## src/rtl/cpu_pkg.sv

```systemverilog
// Shared CPU definitions for the register-file write path.
package cpu_pkg;

    localparam int DATA_W   = 32;
    localparam int ADDR_W   = 5;
    localparam int REG_ZERO = 0;

    typedef struct packed {
        logic [ADDR_W-1:0] addr;
        logic [DATA_W-1:0] data;
    } wr_req_t;

endpackage

```

## src/rtl/rf_wb_fifo.sv

```systemverilog
// Circular buffer holding long-latency unit results until they win the write port.
module rf_wb_fifo #(
    parameter int W     = 37,
    parameter int DEPTH = 2
) (
    input  logic         clk,
    input  logic         rst,
    input  logic         push,
    input  logic         pop,
    input  logic [W-1:0] din,
    output logic [W-1:0] dout,
    output logic         full,
    output logic         empty
);

    localparam int PW = (DEPTH > 1) ? $clog2(DEPTH) : 1;
    localparam int CW = $clog2(DEPTH + 1);

    logic [W-1:0]  mem [DEPTH];
    logic [PW-1:0] rd_ptr;
    logic [PW-1:0] wr_ptr;
    logic [CW-1:0] count;
    logic          do_push;
    logic          do_pop;

    function automatic logic [PW-1:0] next_ptr(input logic [PW-1:0] p);
        return (p == PW'(DEPTH - 1)) ? '0 : p + 1'b1;
    endfunction

    assign full    = (count == CW'(DEPTH));
    assign empty   = (count == '0);
    assign dout    = mem[rd_ptr];
    // Push is judged on the registered full flag, so a same-cycle pop never frees a slot early.
    assign do_push = push && !full;
    assign do_pop  = pop && !empty;

    always_ff @(posedge clk) begin
        if (rst) begin
            rd_ptr <= '0;
            wr_ptr <= '0;
            count  <= '0;
        end else begin
            if (do_push) wr_ptr <= next_ptr(wr_ptr);
            if (do_pop)  rd_ptr <= next_ptr(rd_ptr);
            case ({do_push, do_pop})
                2'b10:   count <= count + 1'b1;
                2'b01:   count <= count - 1'b1;
                default: count <= count;
            endcase
        end
    end

    always_ff @(posedge clk) begin
        if (do_push) mem[wr_ptr] <= din;
    end

endmodule

```

## src/rtl/rf_wb_arbiter.sv

```systemverilog
// Register-file write port arbiter: ALU results take priority over buffered LU results.
module rf_wb_arbiter
    import cpu_pkg::*;
#(
    parameter int DATA_W   = cpu_pkg::DATA_W,
    parameter int ADDR_W   = cpu_pkg::ADDR_W,
    parameter int LU_DEPTH = 2
) (
    input  logic              clk,
    input  logic              rst,
    input  logic              alu_wr,
    input  logic [ADDR_W-1:0] alu_addr,
    input  logic [DATA_W-1:0] alu_data,
    input  logic              lu_valid,
    output logic              lu_ready,
    input  logic [ADDR_W-1:0] lu_addr,
    input  logic [DATA_W-1:0] lu_data,
    input  logic              sb_set,
    input  logic [ADDR_W-1:0] sb_addr,
    input  logic [ADDR_W-1:0] q1_addr,
    input  logic [ADDR_W-1:0] q2_addr,
    output logic              q1_busy,
    output logic              q2_busy,
    output logic              q1_fwd,
    output logic              q2_fwd,
    output logic [DATA_W-1:0] fwd_data,
    output logic [ADDR_W-1:0] w_addr,
    output logic [DATA_W-1:0] w_data,
    output logic              RegWrite
);

    localparam int NREG = 2 ** ADDR_W;
    localparam logic [ADDR_W-1:0] ZERO = ADDR_W'(REG_ZERO);

    typedef struct packed {
        logic [ADDR_W-1:0] addr;
        logic [DATA_W-1:0] data;
    } req_t;

    req_t            lu_in;
    req_t            head;
    req_t            win;
    logic            full;
    logic            empty;
    logic            win_vld;
    logic            win_lu;
    logic [NREG-1:0] sb;
    logic [NREG-1:0] sb_nxt;

    assign lu_in    = '{addr: lu_addr, data: lu_data};
    assign lu_ready = !full;

    rf_wb_fifo #(
        .W     ($bits(req_t)),
        .DEPTH (LU_DEPTH)
    ) u_fifo (
        .clk   (clk),
        .rst   (rst),
        .push  (lu_valid),
        .pop   (win_lu),
        .din   (lu_in),
        .dout  (head),
        .full  (full),
        .empty (empty)
    );

    always_comb begin
        win_lu  = !alu_wr && !empty;
        win_vld = alu_wr || !empty;
        win     = alu_wr ? '{addr: alu_addr, data: alu_data} : head;
    end

    // Writes to r0 still consume the winner and move w_addr/w_data, only the enable is held low.
    always_ff @(posedge clk) begin
        if (rst) begin
            RegWrite <= 1'b0;
            w_addr   <= '0;
            w_data   <= '0;
        end else begin
            RegWrite <= win_vld && (win.addr != ZERO);
            if (win_vld) begin
                w_addr <= win.addr;
                w_data <= win.data;
            end
        end
    end

    // Set is applied after clear so a same-cycle re-issue keeps the register pending.
    always_comb begin
        sb_nxt = sb;
        if (win_lu) sb_nxt[head.addr] = 1'b0;
        if (sb_set) sb_nxt[sb_addr]   = 1'b1;
        sb_nxt[0] = 1'b0;
    end

    always_ff @(posedge clk) begin
        if (rst) sb <= '0;
        else     sb <= sb_nxt;
    end

    assign q1_busy  = sb[q1_addr];
    assign q2_busy  = sb[q2_addr];
    assign q1_fwd   = RegWrite && (w_addr == q1_addr) && (q1_addr != ZERO);
    assign q2_fwd   = RegWrite && (w_addr == q2_addr) && (q2_addr != ZERO);
    assign fwd_data = w_data;

endmodule

```

## config.mk

```make
export PLATFORM = sky130hd
export DESIGN_NAME = rf_wb_arbiter
export DESIGN_NICKNAME = d
export VERILOG_FILES = /design/src/rtl/cpu_pkg.sv /design/src/rtl/rf_wb_fifo.sv /design/src/rtl/rf_wb_arbiter.sv
export SDC_FILE = /design/constraint.sdc
export NUM_CORES = 1
export LEC_CHECK = 0
export ABC_AREA = 1
export BUFFER_PORTS_ARGS = -buffer_cell sky130_fd_sc_hd__buf_4
export CORE_MARGIN = 2
export CORE_UTILIZATION = 35
export DETAILED_ROUTE_END_ITERATION = 8
export PLACE_DENSITY_LB_ADDON = 0.08
export SETUP_SLACK_MARGIN = 0.05
export SLEW_MARGIN = 20
export SYNTH_ARGS = -nofsm -noshare
export SYNTH_HDL_FRONTEND = slang
export SYNTH_HIERARCHICAL = 1
export SYNTH_SLANG_ARGS = --single-unit
```

## constraint.sdc

```tcl
create_clock -name clk -period 3.7 [get_ports clk]
set_input_delay 0.555 -clock clk [delete_from_list [all_inputs] [get_ports clk]]
set_output_delay 0.555 -clock clk [all_outputs]
set_load 0.005 [all_outputs]
```

# Word-level counts from Yosys, hierarchy flattened
# Memories as Yosys holds them, arrays and structs flattened. A register that Yosys moved wholly into a read port is not among the register bits.
# Cells that the tools add are included.
[word_totals] regBits=74 input_bits=94 mem_bits_rw=74 mem_count=1
[mem_list] memory="u_fifo.mem" words=2 word_bits=37 rd=1 rd_ports_with_merged_regs=1 write_ports=1 line="rf_wb_fifo.sv:19" text="logic [W-1:0] mem [DEPTH];"
[classes] n_eq_ne=5 magnitude_cmp=6 bitwise=3 addsub=4 reduce_logical=19 muxes=18
[ops] op="two-way mux 32 bit" n=2
[ops] op="two-way mux 37 bit" n=1
[ops] op="AND 32 bit" n=1
[ops] op="inverter 32 bit" n=1
[ops] op="OR 32 bit" n=1
[ops] op="< comparator 5 x 6 -> 1 bit (second input constant)" n=4
[ops] op="nonzero test 5 bit" n=3
[ops] op="binary-select mux 1 bit (select 5 bit)" n=2
[ops] op="demux 1 bit (select 5 bit)" n=2
[ops] op="== test 5 bit" n=2
[ops] op=">= comparator 5 x 1 -> 1 bit (second input constant)" n=2
[ops] op="logical AND 1 bit" n=10
[ops] op="two-way mux 1 bit" n=10
[ops] op="== test 2 bit (second input constant)" n=2
[ops] op="one-hot mux 2 bit (2 select lines)" n=1
[ops] op="logical NOT 1 bit" n=3
[ops] op="adder 1 bit (second input constant)" n=2
[ops] op="adder 2 x 1 -> 2 bit (second input constant)" n=1
[ops] op="== test 2 x 1 -> 1 bit (second input constant)" n=1
[ops] op="logical NOT 2 bit" n=1
[ops] op="nonzero test 2 bit" n=1
[ops] op="subtractor 2 x 1 -> 2 bit (second input constant)" n=1
[ops] op="logical OR 1 bit" n=1

# Longest topological paths before layout
# Gate-level depths: netlist (run 1).
[depth] word_depth=9 mapped_depth=11

# By module
# Netlist (run 1), hierarchy kept.
[modules_own_cells] module="rf_wb_arbiter" instances=1 area_per_inst_um2=4131.5 cells_each=654
[modules_own_cells] module="rf_wb_fifo" instances=1 area_per_inst_um2=3067.9 cells_each=155

# Worst setup path after synthesis (run 1)
# Ideal clock, no wire load.
[synth_timing] path_type="input -> register" from="input port lu_valid" to="memory u_fifo.mem[0][0], enable pin" path_buffers=0 t_required_ns=3.269 arrival_ns=2.366 setup_time_ns=0.431 stages=4 slack_ns=0.903 cell_sequence="inv_1 nor2_1 inv_1 nor2_1"
[synth_between] elab_chain_len=3
[synth_rtl] element="start: declaration" line="rf_wb_arbiter.sv:14" text="input logic lu_valid,"
[synth_rtl] element="logical AND 1 bit" line="rf_wb_fifo.sv:34" text="assign do_push = push && !full;"
[synth_rtl] element="two-way mux 1 bit" line="rf_wb_fifo.sv:54" text="if (do_push) mem[wr_ptr] <= din;"
[synth_rtl] element="two-way mux 1 bit (not written as such)" line="rf_wb_fifo.sv:54"
[synth_rtl] element="end: declaration" line="rf_wb_fifo.sv:19"
# Every way passes these cells.

# Worst setup path in the final report (run 1)
[layout_timing] from="input port q2_addr[0]" to="output port q2_busy"
[layout_between] elab_chain_len=2
[layout_rtl] element="start: declaration" line="rf_wb_arbiter.sv:21" text="input logic [ADDR_W-1:0] q2_addr,"
[layout_rtl] element="binary-select mux 1 bit (select 5 bit)" line="rf_wb_arbiter.sv:102" text="assign q2_busy = sb[q2_addr];"
[layout_rtl] element="two-way mux 1 bit (not written as such)" line="rf_wb_arbiter.sv:102"
[layout_rtl] element="end: declaration" line="rf_wb_arbiter.sv:23" text="output logic q2_busy,"
# Every way passes these cells. The select of a mux whose other input is x is not followed.

==> results of run 1 <==
-- kinds of logic after synthesis --
group           after synthesis  share of synthesized area (%)
buf+inv                     137                           10.6
simple gates                397                           24.0
flops                       148                           51.4
xor+xnor                      2                          0.243
compound gates               87                           6.13
mux                          37                           7.35
fa+ha+maj                     1                          0.174
-- worst max-delay path: cells and delay by family --
family | cells | cell delay (ns)
and+or+nand+nor | 8 | 0.54
buffers and inverters | 3 | 0.46
-- Yosys cell counts, types with 8 or more instances --
| library cell | number |
|---|---|
| edfxtp_1 | 74 |
| nand2_1 | 263 |
| nor2_1 | 18 |
| o21ai_0 | 41 |
| a21oi_1 | 40 |
| inv_2 | 8 |
| dfxtp_1 | 74 |
| buf_4 | 33 |
| nor3_2 | 8 |
| nand3_1 | 92 |
| buf_2 | 13 |
| mux2_4 | 30 |
| inv_1 | 64 |
-- power groups by stage --
stage	logic, mW	registers (mW)	clock network (mW)
2_1_floorplan	0.472	1.94	0
6_report	0.708	1.92	1.78
3_3_place_gp	0.716	1.96	0
4_1_cts	0.717	1.93	1.82
3_5_place_dp	0.715	1.96	0
5_1_grt	0.794	1.94	1.89
-- routing by layer --
layer  part of all wire, %  up-vias
met3                   6.7       24
met4                   1.7        0
met1                    47     2610
met2                    44      162
li1                      -     2898
met5                     0        -
-- registers in the layout, indices dropped and copies added, names as in the netlist, named ones only --
| register | flops |
|---|---|
| u_fifo/wr_ptr | 1 |
| u_fifo/rd_ptr | 1 |
| fwd_data | 32 |
| sb | 31 |
| RegWrite | 1 |
| u_fifo/count | 2 |
| u_fifo/mem | 74 |
| w_addr | 5 |
-- cell type report --
type / instances / area [sq um] / area share (%)
sequential: 148 / 3700 / 41.2
multi-input combinational: 524 / 2740 / 30.5
timing repair buffer: 173 / 1300 / 14.5
clock buffer: 18 / 439 / 4.89
tap: 270 / 338 / 3.76
inverter: 75 / 292 / 3.25
clock inverter: 14 / 174 / 1.94
-- metrics by stage --
step / worst slack, ns / cell area [sq um]
floorplan: 0.903 / 7200
global placement: 1.39 / 8370
detailed placement: 1.38 / 8370
CTS: 1.58 / 8980
global route: 1.39 / 8980
finish: 1.58 / 8980
-- path summary, 6_finish.rpt --
check | start | end | slack (ns) | cells past startpoint
worst min-delay path | lu_data[23] | u_fifo/mem[0][23]$_DFFE_PP_ | 0.31 | 1
worst max-delay path | q2_addr[0] | q2_busy | 1.58 | 11
worst max register to register | flop | sb[8]$_SDFF_PP0_ | 1.63 | 5
worst min register to register | sb[2]$_SDFF_PP0_ | sb[2]$_SDFF_PP0_ | 0.48 | 2
-- layout by cell type (no fill, tap or decap), types with 2 or more instances in the layout --
| master | count |
|---|---|
| a21oi_1 | 40 |
| inv_1 | 64 |
| nor3_2 | 8 |
| nand3_1 | 92 |
| nor3_1 | 2 |
| edfxtp_1 | 74 |
| bufinv_16 | 3 |
| nand3_2 | 3 |
| nor2_2 | 4 |
| o22ai_1 | 2 |
| clkinvlp_4 | 2 |
| nor2_1 | 17 |
| nand2_1 | 263 |
| nor3_4 | 2 |
| inv_2 | 8 |
| clkinv_4 | 2 |
| dfxtp_1 | 73 |
| clkinv_2 | 2 |
| o21ai_0 | 41 |
| mux2_4 | 30 |
| nor2_4 | 2 |
| xnor2_1 | 2 |
| clkbuf_16 | 17 |
| nand4_1 | 4 |
| o21ai_1 | 3 |
| mux2_2 | 7 |
| buf_4 | 173 |
| clkinv_1 | 2 |
| inv_6 | 5 |
==> impl.org, run 1 <==
** Flow run
- Reported max-cap violation count :: 0

** Synth
- Sequential cells were found to cover 51.4% of the synthesized design area.
- During synthesis, Yosys emitted a total of 6 warnings.
- Most used flip-flop cell after synthesis :: edfxtp_1
- Mapped cell area :: 7200 sq um
- Count of distinct cell types in the synthesized netlist :: 31
- Synth async-reset ratio :: 0%
- After technology mapping, the gate count stands at 809.
- Count of state elements after synthesis :: 148
- Each instance of the synthesized netlist takes up on average 8.90 sq um.
- The biggest area contributor in the post-synthesis netlist is edfxtp_1.
- Sorting the synthesized cells by area gives the leading types as edfxtp_1, dfxtp_1, nand2_1.
- Counting every net in the synthesized netlist gives 904.
- In this run, synthesis inferred 74 flip-flops with an integrated enable.
- Proportion of netlist area held by the largest area contributor :: 30.9%

** Detailed routing
- Total Wirelength :: 17900 um
- In this run, the number of DRC markers left after iteration 0 of detailed routing was 293.
- After detailed routing, the average wire length per cell comes to 14.7 um.
- Remaining antenna violation count after routing :: 0
- Vias per inst :: 4.66
- For this block, the via count after detailed routing is 5694.
- The first TritonRoute pass finished after 4 iterations.
- Number of DRC violations after detailed routing :: 0

** Timing
- Setup repair after global routing left no endpoint under its margin.
- Smallest hold slack :: 0.314 ns
- The hold violation count in the final report was 0.
- Setup total negative slack :: 0 ns
- Period utilization :: 57.2%
- Worst slew margin relative to its limit :: 44.1%
- Worst Max-Slew Pin Slew :: 0.836 ns
- Setup skew after layout :: 0.00977 ns
- Setup violators final :: 0
- Derived from the worst setup path, the maximum achievable clock frequency is 472 MHz.
- The count of pins over their slew limit is 0.
- Shortest period the worst path allows :: 2.12 ns

** Finish
- The final layout contains 1034 nets.
- Cells fill 44.4% of the core in the end.
- Area Overhead vs Synth :: 24.8%
- Fraction of layout instances using a drive strength above 1 :: 28.6%
- N_diodes :: 0
- For this run, the number of standard cells in the final layout without fillers is 1222.
- The layout has 2035 filler cells.

** Place
- Counting tap cells, the placed design contains a total of 1190 instances.
- Once detailed placement completed, the half-perimeter wirelength came to 12700 um.
- Port buffering added 168 buffers.
- Final weighted congestion in routability-driven placement :: 0.783

** CTS
- Post-CTS Resized :: 0
- TritonCTS built the clock tree.
- The later pin in the worst-skew pair is clocked with a latency of 0.42 ns.
- In this run the clock root is driven by a clkbuf_16.
- After clock tree synthesis, the clock-pin slew on the worst setup and hold paths is 0.07 ns.
- Hold Buf Count CTS :: 0
- Max clock buf depth :: 2
- Buffers inserted during clock tree synthesis total 17.
- Total clock sinks :: 148
- Post-CTS setup buffer count :: 0
- Number of levels the H-tree was split into :: 4

** Global routing
- Met3 layer usage reported by global route :: 4.51%
- The global routing stage identified its most utilized layer as met2.
- Entering global routing, the biggest net connects 40 pins.
- Via count of the first global-routing pass :: 5384
- The total overflow left after global routing is 0.
- Initial antenna violation count :: 0
- In the global route stage, overall resource usage came out at 16.8%.
- Global-route track usage on met2 :: 26.2%
- Wire length of the first global-routing pass :: 28500 um
- Met1 layer usage reported by global route :: 22.8%

** Pwr
- In this run, the clock network consumes 40.3% of the power.
- Net switching is 25.8% of the power.
- Combinational logic burns 16.1% of the power.
- Pwr Density :: 491 nW/um^2
- The analysis attributes to net switching a power of 1.14 mW.
- Tot Pwr :: 4.41 mW
- Max IR drop VDD :: 0.000352 V
- Leakage :: 3.96 nW
- Sequential cell fraction of total power :: 43.6%
- Internal power comes to 3.27 mW.

** Floorplan
- Core Box Area :: 20200 sq um
- The die covers 21700 sq um.
- Measured along the x axis, the die boundary spans 147 um.
- Row generation in the floorplan step produced 52 rows.
- 169 I/O pins were placed.
- The die is 147 um tall.
- Starting density of the core :: 35.6%

** Worst setup path
- Cell Chain, Critical Path :: buf_4 -> inv_6 -> nand2_1 -> nand3_1 -> nand3_1 -> nand2_1 -> nand2_1 -> nand2_1 -> nand2_1 -> nand2_1 -> buf_4
- For this run, the slowest stage of the critical path takes 0.23 ns.
- Cell with the largest stage delay on the worst path :: buf_4
- Crit-path most repeated cell :: nand2_1
- At the worst endpoint, the arrival time is 1.56 ns.
- Max Fanout on Critical Path :: 18
- Crit path launch type :: input pin
- Data on the critical path is required at its endpoint by 3.14 ns.
- By startpoint and endpoint, the worst setup path is classified as in2out.
- Kind of capture point of the worst setup path :: primary output

** Hold path
- The worst hold path belongs to the class in2reg.

** Outcome
- Status :: finished, final reports clean
No activity file was read; power rests on OpenSTA's default activity.
==> run 2: changes to the inputs <==
--- a/config.mk
+++ b/config.mk
@@ -5,7 +5,7 @@
 export SDC_FILE = /design/constraint.sdc
 export NUM_CORES = 1
 export LEC_CHECK = 0
-export ABC_AREA = 1
+export ABC_AREA = 0
 export BUFFER_PORTS_ARGS = -buffer_cell sky130_fd_sc_hd__buf_4
 export CORE_MARGIN = 2
 export CORE_UTILIZATION = 35
==> constraint.sdc (replaced) <==
create_clock -name clk -period 1.9 [get_ports clk]
set_input_delay 0.285 -clock clk [delete_from_list [all_inputs] [get_ports clk]]
set_output_delay 0.285 -clock clk [all_outputs]
set_load 0.005 [all_outputs]
==> impl.org, run 2 <==
** Outcome
- Status: finished, violations left (was finished, final reports clean).
- The final reports fail on negative setup slack.

** Timing
- Unrepaired setup endpoints after global routing :: yes (was no)
- Max Fclk :: 508 MHz
- Setup violators final :: 2 (was 0)
- Worst Max-Slew Pin Slew :: 0.649 ns (was 0.836 ns)
- In the finished design, the share of the clock period the worst path needs comes to 104%.
- The count of pins over their slew limit came to 0 (unchanged).
- After layout, the minimum clock period comes to 1.97 ns.
- Final count of hold timing violations :: 0 (unchanged)
- Setup skew after layout :: 0.0149 ns (was 0.00977 ns)
- The final critical-path setup slack is -0.0681 ns (was 1.58 ns).
- The normalized max-slew margin was 56.6% (was 44.1%).

** Pwr
- Share of total power consumed by net switching :: 28.7% (was 25.8%)
- Tot Pwr :: 9.55 mW (was 4.41 mW)
- Clock power frac :: 35.2% (was 40.3%)
- The worst IR drop on VDD is 0.000627 V (was 0.000352 V).
- The part of the power in combinational logic came to 24.0% (was 16.1%).
- Leakage :: 3.62 nW (was 3.96 nW)
- Sequential cell fraction of total power :: 40.8% (was 43.6%)
- The internal power of the cells was 6.81 mW (was 3.27 mW).
- Pwr Density :: 1080 nW/um^2 (was 491 nW/um^2)
- Sw Pwr :: 2.74 mW (was 1.14 mW)

** Synth
- The count of flip-flops with a built-in enable after synthesis came to 74 (unchanged).
- The area of the mapped netlist was 6850 sq um (was 7200 sq um).
- Top cell types by occurrence after synthesis :: nor2_1, a21oi_1, dfxtp_1, edfxtp_1, mux2i_1 (was nand2_1, nand3_1, dfxtp_1, edfxtp_1, inv_1)
- The count of distinct cell types in the synthesized netlist was 44 (was 31).
- The register bit count reported by yosys is 148 (unchanged).
- Synth async-reset ratio :: 0% (unchanged)
- Most used flip-flop cell after synthesis :: edfxtp_1 (unchanged)
- Yosys warns :: 6 (unchanged)
- The mean post-synth cell area came to 10.8 sq um (was 8.90 sq um).
- Largest area contributor in the netlist :: edfxtp_1 (unchanged)
- Synth top area cells :: edfxtp_1, dfxtp_1, mux2i_1 (was edfxtp_1, dfxtp_1, nand2_1)
- Sequential fraction of the synthesis area :: 54.1% (was 51.4%)
- Proportion of netlist area held by the largest area contributor :: 32.4% (was 30.9%)
- Most frequent cell after synthesis :: nor2_1 (was nand2_1)
- The number of nets in the synthesized netlist is 731 (was 904).
- Cell count after synthesis :: 636 (was 809)

** Worst setup path
- The timing endpoint of the critical path was q1_busy (was q2_busy).
- The origin of the worst setup path is sb[15]$_SDFF_PP0_ (was q2_addr[0]).
- The reg-to-reg setup timing slack is 0.15 ns (was 1.63 ns).
- Number of buffer and inverter instances along the worst setup path :: 1 (was 3)
- Data arrival time at the worst-slack endpoint :: 1.68 ns (was 1.56 ns)
- Crit path launch type :: flop (was input pin)
- The endpoint type of the worst setup path is a primary output (unchanged).
- The kind of cell adding the most delay to the critical path is multiplexers (was simple AND/OR/NAND/NOR gates).
- The cell type of the slowest stage on the worst timing path is mux4_2 (was buf_4).
- The worst stage delay on the critical path was 0.45 ns (was 0.23 ns).
- Worst R2R End :: RegWrite$_SDFF_PP0_ (was sb[8]$_SDFF_PP0_)
- The class of the most critical setup path is reg2out (was in2out).
- Number of cells on the worst reg-to-reg path :: 5 (unchanged)
- Cell Chain, Critical Path :: mux4_2 -> nand2b_4 -> o2111ai_2 -> nand4_1 -> buf_4 (was buf_4 -> inv_6 -> nand2_1 -> nand3_1 -> nand3_1 -> nand2_1 -> nand2_1 -> nand2_1 -> nand2_1 -> nand2_1 -> buf_4)
- The critical path depth was 5 (was 11).
- The worst path required time came to 1.62 ns (was 3.14 ns).
- Max Fanout on Critical Path :: 3 (was 18)

** Detailed routing
- The post-detailed-route via-to-cell ratio came to 4.91 (was 4.66).
- First DRT Iteration DRCs :: 287 (was 293)
- Detailed-routing iteration count for the pre-antenna-repair pass :: 4 (unchanged)
- The count of unresolved DRC violations after routing is 0 (unchanged).
- The overall via count from detail_route was 5157 (was 5694).
- The total length of routed wires came to 17800 um (was 17900 um).
- Remaining antenna violation count after routing :: 0 (unchanged)
- The routed wirelength normalized by instance count was 17.0 um (was 14.7 um).

** CTS
- The maximum buffer depth of the clock tree is 2 (unchanged).
- The sink count of the clock tree is 148 (unchanged).
- TritonCTS clock tree :: built (unchanged)
- Number of levels the H-tree was split into :: 4 (unchanged)
- The clock slew at the register clock pins of the worst setup and hold paths is 0.07 ns (about the same).
- Hold Buf Count CTS :: 0 (unchanged)
- Cell at the root of the clock tree :: clkbuf_16 (unchanged)
- Number of buffers created by CTS :: 17 (unchanged)
- The later-pin clock latency in the skew report is 0.42 ns (about the same).

** Finish
- Flip-flop count of the largest register after layout :: 74 (unchanged)
- Area Overhead vs Synth :: 29.5% (was 24.8%)
- Nets :: 867 (was 1034)
- Total area of multi-input combinational cells :: 2750 sq um (was 2740 sq um)
- The most common cell after layout, fill and taps aside is buf_4 (was nand2_1).
- N_diodes :: 0 (unchanged)
- The total area of sequential cells was 3730 sq um (was 3700 sq um).
- The fraction of layout cells with a size suffix above 1 is 34.6% (was 28.6%).
- The register with the highest flop count was u_fifo/mem (unchanged).
- Number of filler instances in the final layout :: 1852 (was 2035)
- Highest-count cells in the layout ignoring fill and taps :: buf_4, nor2_1, a21oi_1, edfxtp_1, dfxtp_1 (was nand2_1, buf_4, nand3_1, edfxtp_1, dfxtp_1)

** Hold path
- The type of the worst min-delay path is in2reg (unchanged).

** Place
- The routability congestion estimate from global placement came to 0.860 (was 0.783).
- Post-placement setup slack :: 0.101 ns (was 1.38 ns)
- The number of I/O port buffers came to 168 (unchanged).
- HPWL after DPL :: 12600 um (was 12700 um)

** Floorplan
- Site row count :: 51 (was 52)
- The number of ports placed on the die boundary came to 169 (unchanged).
- Floorplan die area :: 20700 sq um (was 21700 sq um)
- The vertical die dimension was 144 um (was 147 um).
- The core box area is 19300 sq um (was 20200 sq um).
- The effective utilization at floorplan was 35.4% (was 35.6%).
- Die Span X :: 144 um (was 147 um)

** Global routing
- Wire length of the first global-routing pass :: 27000 um (was 28500 um)
- Initial antenna violation count :: 1 (was 0)
- Residual overflow from global routing :: 0 (unchanged)
- The number of global-route vias before repair was 4993 (was 5384).
- Total global-route track usage :: 17.4% (was 16.8%)
- The pin count of the biggest net entering global routing was 45 (was 40).

** Flow run
- Reported max-cap violation count :: 0 (unchanged)
[run 2: changes by cell type after synthesis, sizes merged, moves of 38 or more]
cell	before	now
nand3	95	12
nor2	23	89
a21oi	41	79
mux2i	0	55
nand2	263	38
inv	74	6
[run 2: metal layers]
metal,wire (um),global-route usage [%],vias up
li1,-,-,2513
met1,7920,23.1,2453
met2,8330,27.5,173
met3,1370,4.63,18
met4,227,5.62,0
met5,0,0,-
[run 2: repair_timing]
action                     4_1_cts  5_1_grt
gates cloned                     0        0
resized for setup               11       15
pin swaps                        4        6
buffers inserted                 0        5
setup endpoints to repair        5       16
[run 2: stage by stage]
step	setup TNS [ns]	hold slack (ns)	std cells	utilization [%]	instance area (sq um)
after floorplan	0	0.354	636	-	6860
after CTS	-0.183	0.0257	1045	45.5	8800
after global routing	-0.273	0.0252	1050	45.9	8870
after global placement	0	0.466	1013	42.2	8160
final	-0.118	0.0413	1050	45.9	8870
after detailed placement	0	0.474	1013	42.2	8160
[run 2: cell type report]
cell class | count | area share [%]
timing repair buffer | 186 | 16.2
tap | 265 | 3.74
clock inverter | 14 | 1.86
clock buffer | 18 | 4.84
multi-input combinational | 413 | 31.0
sequential | 148 | 42.0
inverter | 6 | 0.296
[run 2: worst min-delay path by stage]
stage	start	to	slack [ns]	depth (start not counted)
5_1_grt	lu_data[17]	u_fifo/mem[1][17]$_DFFE_PP_	0.03	1
3_3_place_gp	u_fifo/wr_ptr$_SDFFE_PP0P_	u_fifo/wr_ptr$_SDFFE_PP0P_	0.47	2
4_1_cts	lu_data[20]	u_fifo/mem[1][20]$_DFFE_PP_	0.03	1
2_1_floorplan	rst	u_fifo/count[1]$_SDFFE_PP0P_	0.35	1
6_report	lu_data[15]	u_fifo/mem[0][15]$_DFFE_PP_	0.04	1
3_5_place_dp	lu_data[4]	u_fifo/mem[0][4]$_DFFE_PP_	0.47	1
[run 2: cell families after synthesis]
| logic type | synth area share (%) |
|---|---|
| AND/OR/NAND/NOR | 11.9 |
| flip-flops | 54.1 |
| AO/OA/AOI/OAI | 9.66 |
| multiplexers | 16.1 |
| buffers and inverters | 6.68 |
| XOR/XNOR | 1.41 |
| adder cells (fa/ha/maj) | 0.183 |
[run 2: power groups by stage]
stage          Clock [mW]  Combinational, mW  Sequential [mW]
3_3_place_gp            0               2.25             3.93
2_1_floorplan           0               1.56             3.89
6_report             3.37               2.29             3.89
5_1_grt              3.59               2.52             3.93
4_1_cts              3.45               2.29             3.89
3_5_place_dp            0               2.26             3.95
==> run 3: changes to the inputs <==
--- a/config.mk
+++ b/config.mk
@@ -8,7 +8,7 @@
 export ABC_AREA = 0
 export BUFFER_PORTS_ARGS = -buffer_cell sky130_fd_sc_hd__buf_4
 export CORE_MARGIN = 2
-export CORE_UTILIZATION = 35
+export CORE_UTILIZATION = 40
 export DETAILED_ROUTE_END_ITERATION = 8
 export PLACE_DENSITY_LB_ADDON = 0.08
 export SETUP_SLACK_MARGIN = 0.05
==> impl.org, run 3 (synthesis results as in run 2) <==
** Outcome
- Status :: finished, violations left (unchanged)
- Violated checks :: negative setup slack (unchanged)

** Finish
- Register area :: 3720 sq um (was 3730 sq um)
- Highest-count cells in the layout ignoring fill and taps: buf_4, nor2_1, a21oi_1, edfxtp_1, dfxtp_1 (unchanged).
- The flip-flop count of the largest register, all copies and words added is 74 (unchanged).
- The fraction of layout cells with a size suffix above 1 was 34.4% (was 34.6%).
- The register with the highest flop count is u_fifo/mem (unchanged).
- End-of-flow core utilization :: 53.1% (was 45.9%)
- Commonest non-fill, non-tap cell in the layout :: buf_4 (unchanged)
- Nets :: 868 (was 867)
- The layout overhead on the synthesized area is 29.0% (was 29.5%).
- Total area of multi-input combinational cells :: 2770 sq um (was 2750 sq um)
- Number of filler instances in the final layout :: 1504 (was 1852)
- N_diodes :: 0 (unchanged)
- Count of placed standard cells in the final layout, fillers left out :: 1006 (was 1050)

** Detailed routing
- The total length of routed wires is 17000 um (was 17800 um).
- Number of DRC violations after detailed routing :: 0 (unchanged)
- Vias per inst :: 5.12 (was 4.91)
- First DRT Iteration DRCs :: 301 (was 287)
- The routed wirelength normalized by instance count was 16.9 um (was 17.0 um).
- Routed vias :: 5151 (was 5157)
- Detailed-routing iteration count for the pre-antenna-repair pass :: 6 (was 4)
- Remaining antenna violation count after routing :: 0 (unchanged)

** Timing
- Unrepaired setup endpoints after global routing :: yes (unchanged)
- The maximum operating frequency came to 507 MHz (was 508 MHz).
- Final count of hold timing violations :: 0 (unchanged)
- Setup skew after layout :: 0.00626 ns (was 0.0149 ns)
- The count of pins over their slew limit is 0 (unchanged).
- The final critical-path setup slack is -0.0713 ns (was -0.0681 ns).
- Shortest period the worst path allows :: 1.97 ns (about the same)
- Worst Max-Slew Pin Slew :: 0.639 ns (was 0.649 ns)
- Worst slew margin relative to its limit :: 57.2% (was 56.6%)
- The total setup violations reported at the end of the flow came to 2 (unchanged).
- The fraction of the cycle the final worst path needs was 104% (about the same).

** Hold path
- The type of the worst min-delay path is in2reg (unchanged).

** Worst setup path
- The class of the most critical setup path was reg2out (unchanged).
- The worst path required time is 1.62 ns (about the same).
- The endpoint type of the worst setup path is a primary output (unchanged).
- Data arrival time at the worst-slack endpoint :: 1.69 ns (was 1.68 ns)
- The startpoint class of the critical path was a flop (unchanged).
- The top fanout value on the critical path came to 3 (unchanged).

** Global routing
- Global-route track usage on met2 :: 32.2% (was 27.5%)
- Met3 layer usage reported by global route :: 5.14% (was 4.63%)
- Total global-route track usage :: 19.0% (was 17.4%)
- Maximum number of pins on one net before global-route repair :: 45 (unchanged)
- The number of global-route vias before repair came to 5144 (was 4993).
- The first-pass GRT wire length is 26500 um (was 27000 um).
- Initial antenna violation count :: 0 (was 1)
- The busiest layer in global routing was met2 (unchanged).
- Residual overflow from global routing :: 0 (unchanged)
- Met1 layer usage reported by global route :: 23.3% (was 23.1%)

** Pwr
- The power dissipated by switching net loads was 2.66 mW (was 2.74 mW).
- The worst IR drop on VDD was 0.000716 V (was 0.000627 V).
- The switching share of power is 27.8% (was 28.7%).
- Leakage :: 3.61 nW (was 3.62 nW)
- The part of the total power dissipated in the clock network came to 35.4% (was 35.2%).
- Cell-internal power :: 6.92 mW (was 6.81 mW)
- Pwr Density :: 1080 nW/um^2 (about the same)
- Sequential cell fraction of total power :: 40.6% (was 40.8%)
- Combinational cell fraction of total power :: 23.9% (was 24.0%)

** CTS
- The clock root buffer is clkbuf_16 (unchanged).
- Total clock sinks :: 148 (unchanged)
- The TritonCTS clock tree is built (unchanged).
- The maximum level of the CTS H-tree came to 4 (unchanged).
- The later-pin clock latency in the skew report is 0.41 ns (was 0.42 ns).
- Max clock buf depth :: 2 (unchanged)
- The number of buffers created by CTS is 17 (unchanged).
- The clock slew at the register clock pins of the worst setup and hold paths was 0.06 ns (was 0.07 ns).

** Flow run
- The count of maximum capacitance violations came to 0 (unchanged).

** Floorplan
- The number of ports placed on the die boundary was 169 (unchanged).
- Floorplan die area :: 18200 sq um (was 20700 sq um)
- Die Span X :: 135 um (was 144 um)
- The effective utilization at floorplan was 41.2% (was 35.4%).
- The standard-cell row count came to 47 (was 51).
- Die extent in y :: 135 um (was 144 um)
- The core box area was 16600 sq um (was 19300 sq um).

** Place
- The placed cell count came to 973 (was 1013).
- Count of input and output buffers :: 168 (unchanged)
- HPWL after DPL :: 12300 um (was 12600 um)
- The routability congestion estimate from global placement was 0.803 (was 0.860).
## run 3: cell count changes in the layout (fill, tap and decap cells not counted), moves of 3 or more
cell,previous run,this run
clkinv_4,4,1
clkinvlp_4,2,6
dfxtp_2,10,5
dfxtp_1,61,66
## run 3: path summary, 6_finish.rpt
check	from	end	slack [ns]	cells past startpoint
worst max-delay path	sb[15]$_SDFF_PP0_	q1_busy	-0.07	5
worst min-delay path	lu_data[26]	u_fifo/mem[1][26]$_DFFE_PP_	0.05	1
worst max register to register	u_fifo/count[0]$_SDFFE_PP0P_	u_fifo/count[1]$_SDFFE_PP0P_	0.20	6
worst min register to register	u_fifo/wr_ptr$_SDFFE_PP0P_	u_fifo/wr_ptr$_SDFFE_PP0P_	0.50	2
## run 3: metal layers
metal / wire [um] / part of all wire, % / vias up
met2: 8350 / 49 / 154
li1: - / - / 2514
met1: 7350 / 43 / 2463
met5: 0 / 0 / -
met3: 1040 / 6.1 / 20
met4: 271 / 1.6 / 0
## run 3: power by group through the flow
stage | registers [mW] | logic, mW | clock network (mW)
after floorplan | 3.89 | 1.56 | 0
after global placement | 3.93 | 2.25 | 0
after detailed placement | 3.95 | 2.28 | 0
after CTS | 3.89 | 2.30 | 3.47
after global routing | 3.93 | 2.51 | 3.61
final | 3.89 | 2.29 | 3.39
## run 3: what timing repair did
item | in CTS | in global routing
resized for setup | 11 | 11
hold endpoints to repair | 0 | 0
hold buffers | 0 | 0
buffers inserted | 0 | 1
endpoints found under the setup margin | 4 | 4
pin swaps | 5 | 10
## run 3: layout make-up
type | instances | area share, %
repair buffers | 187 | 16.3
inverters | 6 | 0.297
well taps | 220 | 3.12
clock buffers | 17 | 4.81
multi-input cells | 413 | 31.3
clock inverters | 15 | 2.02
flip-flops and latches | 148 | 42.1
## run 3: through the flow
stage	worst slack [ns]	hold slack, ns	power, mW	instance area (sq um)	setup TNS (ns)
floorplan	0.0519	0.354	5.46	6860	0
CTS	-0.0941	0.0290	9.66	8790	-0.173
detailed placement	0.160	0.472	6.23	8140	0
global route	-0.176	0.0318	10.0	8840	-0.300
global placement	0.173	0.470	6.18	8140	0
finish	-0.0713	0.0515	9.57	8840	-0.134
## run 3: critical path: stages, from the launching register on
cell and delay, ns:
dfxtp_2 0.33, mux4_2 0.47, nand2b_4 0.15, o2111ai_2 0.06
nand4_1 0.12, buf_4 0.15
